==> config.mk <==
export PLATFORM = sky130hd
export DESIGN_NAME = cy_skid_fifo_flat
export DESIGN_NICKNAME = d
export VERILOG_FILES = /design/src/rtl/cy_skid_fifo_if.sv /design/src/rtl/cy_skid_fifo.sv /design/src/flat_wrapper.sv
export SDC_FILE = /design/constraint.sdc
export NUM_CORES = 1
export LEC_CHECK = 0
export ABC_CLOCK_PERIOD_IN_PS = 2300
export CAP_MARGIN = 10
export CORE_MARGIN = 3
export CORE_UTILIZATION = 25
export DETAILED_ROUTE_END_ITERATION = 10
export DONT_BUFFER_PORTS = 1
export PLACE_DENSITY = 0.38
export SLEW_MARGIN = 20
export SYNTH_ARGS = -nofsm -noshare
export SYNTH_HDL_FRONTEND = slang
export SYNTH_SLANG_ARGS = --single-unit
==> constraint.sdc <==
create_clock -name i_clk -period 2.3 [get_ports i_clk]
set_input_delay 0.23 -clock i_clk [delete_from_list [all_inputs] [get_ports i_clk]]
set_output_delay 0.23 -clock i_clk [all_outputs]
set_load 0.02 [all_outputs]
==> src/rtl/cy_skid_fifo_if.sv <==
// Handshake bundle between an upstream producer, the skid FIFO and a
// downstream consumer. The FIFO sits on the slave side of this bundle.
interface cy_skid_fifo_if #(
    parameter int DW = 8,
    parameter int AW = 2
);
    logic          i_valid;
    logic [DW-1:0] i_data;
    logic          o_ready;
    logic          o_valid;
    logic [DW-1:0] o_data;
    logic          i_ready;
    logic [AW:0]   o_count;

    // Environment side: produces upstream words, consumes output words.
    modport master (
        output i_valid, i_data, i_ready,
        input  o_ready, o_valid, o_data, o_count
    );

    // FIFO side.
    modport slave (
        input  i_valid, i_data, i_ready,
        output o_ready, o_valid, o_data, o_count
    );
endinterface

==> src/rtl/cy_skid_fifo.sv <==
// Small show-ahead FIFO with registered o_ready, o_count and o_data.
// The output word is a register loaded with the word that will be at the
// head after each edge, so there is no combinational i_data-to-o_data path.
module cy_skid_fifo #(
    parameter int DW          = 8,
    parameter int DEPTH       = 4,
    parameter bit OPT_LOWPOWER = 1'b0,
    localparam int AW         = $clog2(DEPTH)
) (
    input  logic                 i_clk,
    input  logic                 i_reset_n,
    input  logic                 i_flush,
    cy_skid_fifo_if.slave        bus
);
    localparam logic [AW:0] FULL_CNT = (AW+1)'(DEPTH);

    logic [DW-1:0] mem [DEPTH];

    logic [AW:0]   count_reg, count_next;
    logic [AW:0]   rptr_reg, rptr_next;
    logic [AW:0]   wptr_reg, wptr_next;
    logic          ready_reg, ready_next;
    logic [DW-1:0] data_reg, data_next;
    logic          push, pop;

    assign bus.o_ready = ready_reg;
    assign bus.o_valid = (count_reg != '0);
    assign bus.o_data  = data_reg;
    assign bus.o_count = count_reg;

    // Next-state: handshake decode, pointer/count update, next head word.
    always_comb begin
        push       = bus.i_valid & ready_reg & ~i_flush;
        pop        = (count_reg != '0) & bus.i_ready & ~i_flush;
        count_next = count_reg;
        rptr_next  = rptr_reg;
        wptr_next  = wptr_reg;
        data_next  = data_reg;

        if (i_flush) begin
            count_next = '0;
            rptr_next  = '0;
            wptr_next  = '0;
        end else begin
            if (push) wptr_next = wptr_reg + 1'b1;
            if (pop)  rptr_next = rptr_reg + 1'b1;
            if (push && !pop)      count_next = count_reg + 1'b1;
            else if (pop && !push) count_next = count_reg - 1'b1;
        end

        // The only case where the new head is the slot being written this
        // edge is a push into a buffer that is (or becomes) empty.
        if (count_next == '0) begin
            if (OPT_LOWPOWER) data_next = '0;
        end else if (push && (wptr_reg[AW-1:0] == rptr_next[AW-1:0])) begin
            data_next = bus.i_data;
        end else begin
            data_next = mem[rptr_next[AW-1:0]];
        end

        ready_next = (count_next < FULL_CNT);
    end

    // Control and output registers; reset clears everything at once.
    always_ff @(posedge i_clk or negedge i_reset_n) begin
        if (!i_reset_n) begin
            count_reg <= '0;
            rptr_reg  <= '0;
            wptr_reg  <= '0;
            ready_reg <= 1'b0;
            data_reg  <= '0;
        end else begin
            count_reg <= count_next;
            rptr_reg  <= rptr_next;
            wptr_reg  <= wptr_next;
            ready_reg <= ready_next;
            data_reg  <= data_next;
        end
    end

    // Storage array is left uncleared on reset so it can map to RAM.
    always_ff @(posedge i_clk) begin
        if (push) mem[wptr_reg[AW-1:0]] <= bus.i_data;
    end
endmodule

==> src/flat_wrapper.sv <==
// flat-port wrapper written by rule: the top's interface ports become plain ports
module cy_skid_fifo_flat 
#(
    parameter int DW          = 8,
    parameter int DEPTH       = 4,
    parameter bit OPT_LOWPOWER = 1'b0,
    localparam int AW         = $clog2(DEPTH)
)
  (i_clk, i_reset_n, i_flush, bus_i_valid, bus_i_data, bus_i_ready, bus_o_ready, bus_o_valid, bus_o_data, bus_o_count);
  cy_skid_fifo_if #(.DW(DW)) bus_i ();
  input  logic i_clk;
  input  logic i_reset_n;
  input  logic i_flush;
  input wire logic [$bits(bus_i.i_valid)-1:0] bus_i_valid;
  input wire logic [$bits(bus_i.i_data)-1:0] bus_i_data;
  input wire logic [$bits(bus_i.i_ready)-1:0] bus_i_ready;
  output wire logic [$bits(bus_i.o_ready)-1:0] bus_o_ready;
  output wire logic [$bits(bus_i.o_valid)-1:0] bus_o_valid;
  output wire logic [$bits(bus_i.o_data)-1:0] bus_o_data;
  output wire logic [$bits(bus_i.o_count)-1:0] bus_o_count;
  assign bus_i.i_valid = bus_i_valid;
  assign bus_i.i_data = bus_i_data;
  assign bus_i.i_ready = bus_i_ready;
  assign bus_o_ready = bus_i.o_ready;
  assign bus_o_valid = bus_i.o_valid;
  assign bus_o_data = bus_i.o_data;
  assign bus_o_count = bus_i.o_count;
  cy_skid_fifo #(.DW(DW), .DEPTH(DEPTH), .OPT_LOWPOWER(OPT_LOWPOWER)) u_core (.i_clk(i_clk), .i_reset_n(i_reset_n), .i_flush(i_flush), .bus(bus_i));
endmodule
==> summary.md <==
| Metric | Value |
|---|---|
| Syn Area/Cell | 13.3 um2 |
| Outcome | finished, final reports clean |
| Worst-path fanout max | 16 |
| Synthesized area | 2360 um2 |
| Crit path DAT | 2.37 ns |
| Max reg flops | 32 |
| Hold violation count in the final report | 0 |
| ANT nets after route | 0 |
| CTS Buf Count | 5 |
| Post-CTS setup buffer count | 0 |
| Gr usage total | 0.113 |
| Tcrit/Tclk final | 0.929 |
| Die area | 10600 um2 |
| Final setup viols | 0 |
| Synth top area cells | edfxtp_1 (41%), dfrtp_1 (17%), mux2_2 (3.8%) |
| Vias in the first global route | 1580 |
| EDFF count, synth | 32 |
| Tot Pwr | 3.15 mW |
| Initial DRC count | 45 |
| Clk root buf | clkbuf_8 |
| Reg2reg path depth | 8 |
| Worst Tran Pin Value | 0.919 ns |
| Die height | 103 um |
| Syn_nets | 197 |
| Core Box Area | 8930 um2 |
| Overflow after GRT | 0 |
| GP Congestion | 0.734 |
| Synth cell count leaders | edfxtp_1 (32), dfrtp_1 (16), inv_1 (15) |
| Flops & latches, synth | 48 |
| Ys Warns | 0 |
| Final HPWL DP | 3.65 mm |
| Die X | 103 um |
| First-pass GRT wire length | 8.85 mm |
| MaxCap Viol Count | 0 |
| CTS tree | done |
| RSZ-0062 raised after global routing | false |
| Fraction of layout cells with a size suffix above 1 | 0.210 |
| Diode count | 0 |
| Layout Utilization | 0.310 |
| Total Nets Final | 219 |
| Cells after Synth | 177 |
| Slew margin rel. | 0.385 |
| Fmax | 0.468 GHz |
| Total wire length | 5.78 mm |
| Yosys top cell by area | edfxtp_1 |
| DRT Pass-1 Iters | 4 |
| Via/cell ratio | 4.85 |
| Clock Tree Buf Depth | 2 |
| Synth top area share | 0.408 |
| Asr flop ratio synth | 0.333 |
| DR WL/cell | 18.8 um |
| CP Capture Type | flip-flop |
| Fin. max-slew vios | 0 |
| Hold depth | 2 |
| CTS Sinks | 48 |
| Pwr Density | 1140 nW/um2 |
| Most frequent cell after synthesis | edfxtp_1 |
| Worst Hold Class | primary input to flip-flop |
| Top-level port count | 26 |
| IO Port Bufs | 0 |
| IR drop worst, VDD | 0.431 mV |
| Yosys cell types | 46 |
| Initial antenna violation count | 0 |
| Lkg Pwr | 1.03 nW |
| TNS Setup | 0 ns |
| Via Count | 1494 |
| Min Tclk post-route | 2.14 ns |
| Largest net degree at the start of global routing | 19 |
| H-Tree Depth | 2 |
| CP Class | flip-flop to flip-flop |
| Crit start category | flip-flop |
| Final clock skew | 0.00579 ns |
| Synthesis-to-layout area growth | 17.4% |
| Drt drc | 0 |
| CP Data Required Time | 2.53 ns |
| # rows | 34 |
| Clock Latency Late Sink | 0.31 ns |
| Initial Util | 0.264 |
| Commonest register cell after synthesis | edfxtp_1 |
| Clock slew at reported path FFs | 0.09 ns |
| Seq/Total Area, Yosys | 0.578 |
==> metrics by stage <==
stage / hold slack [ns] / worst slack [ns] / instances / cell area (um2)
final: 0.0746 / 0.162 / 308 / 2770
after global routing: 0.0921 / 0.0162 / 308 / 2770
after CTS: 0.00216 / 0.0693 / 300 / 2670
after detailed placement: -0.0647 / -0.00318 / 289 / 2520
after global placement: -0.0646 / 0.0803 / 289 / 2520
after floorplan: -0.0656 / 0.0120 / 177 / 2360
==> worst max-delay path, cell delays in order, from the launching register on <==
cell and delay [ns]:
dfrtp_2 0.41, inv_1 0.10, ha_1 0.20, nand2b_4 0.09
a311oi_2 0.37, nor3_1 0.09, nand4b_4 0.34, o22a_1 0.30
a21oi_1 0.15
==> logic make-up after synthesis <==
| kind of cell | share of synthesized area |
|---|---|
| and+or+nand+nor | 0.113 |
| buffers and inverters | 0.0536 |
| DFF | 0.578 |
| AOI/OAI and AO/OA | 0.148 |
| muxes | 0.0430 |
| adders and majority gates | 0.0372 |
| xor gates and xnor gates | 0.0276 |
==> layer usage <==
| layer | vias up | track usage | share of wire |
|---|---|---|---|
| li1 | 702 | - | - |
| met1 | 755 | 0.142 | 0.44 |
| met2 | 28 | 0.186 | 0.49 |
| met3 | 9 | 0.0291 | 0.041 |
| met4 | 0 | 0.0458 | 0.023 |
| met5 | - | 0 | 0 |
==> cell usage in the layout, fill, tap and decap left out, types with 2 or more instances in the layout <==
master         count
a21oi_1            9
a21oi_2            2
a221o_1            8
a31oi_1            2
and2_1             4
buf_4             10
clkbuf_8           5
dfrtp_1           15
dlygate4sd3_1     11
edfxtp_1          32
ha_1               7
inv_1             15
mux2_2             7
nand3_1            2
nor2_1             6
nor2b_1            9
nor3_1             9
o211ai_1           8
o22a_1             8
xnor2_1            2
==> path summary, 6_finish.rpt <==
path,start,end,slack [ns]
worst max-delay path,u_core.bus.o_count[0],u_core.bus.o_data[2],0.16
worst max register to register,u_core.bus.o_count[0],u_core.bus.o_data[2],0.16
min in group asynchronous,i_reset_n,u_core.wptr_reg[0],0.49
worst min register to register,u_core.wptr_reg[1],u_core.wptr_reg[1],0.60
max in group asynchronous,i_reset_n,u_core.bus.o_count[0],1.19
worst min-delay path,bus_i_valid,u_core.wptr_reg[1],0.07
==> power by group <==
part	internal [mW]	switching [mW]	leakage, nW
sequential	1.07	0.192	0.482
clock	0.322	0.299	0.0558
combinational	0.571	0.694	0.491
==> final cells by class <==
class	count	area [um2]
Fill cell	898	6170
Sequential cell	48	1360
Multi-Input combinational cell	106	891
Timing Repair Buffer	22	205
Tap cell	108	135
Clock buffer	5	68.8
Inverter	16	60.1
Clock inverter	3	42.5
==> what timing repair did <==
action	4_1_cts	5_1_grt
pin swaps	0	1
setup endpoints to repair	8	8
hold endpoints to repair	22	30
cloned	0	0
hold buffers	3	8
gates resized for setup	1	4
No activity file was read; power rests on OpenSTA's default activity.
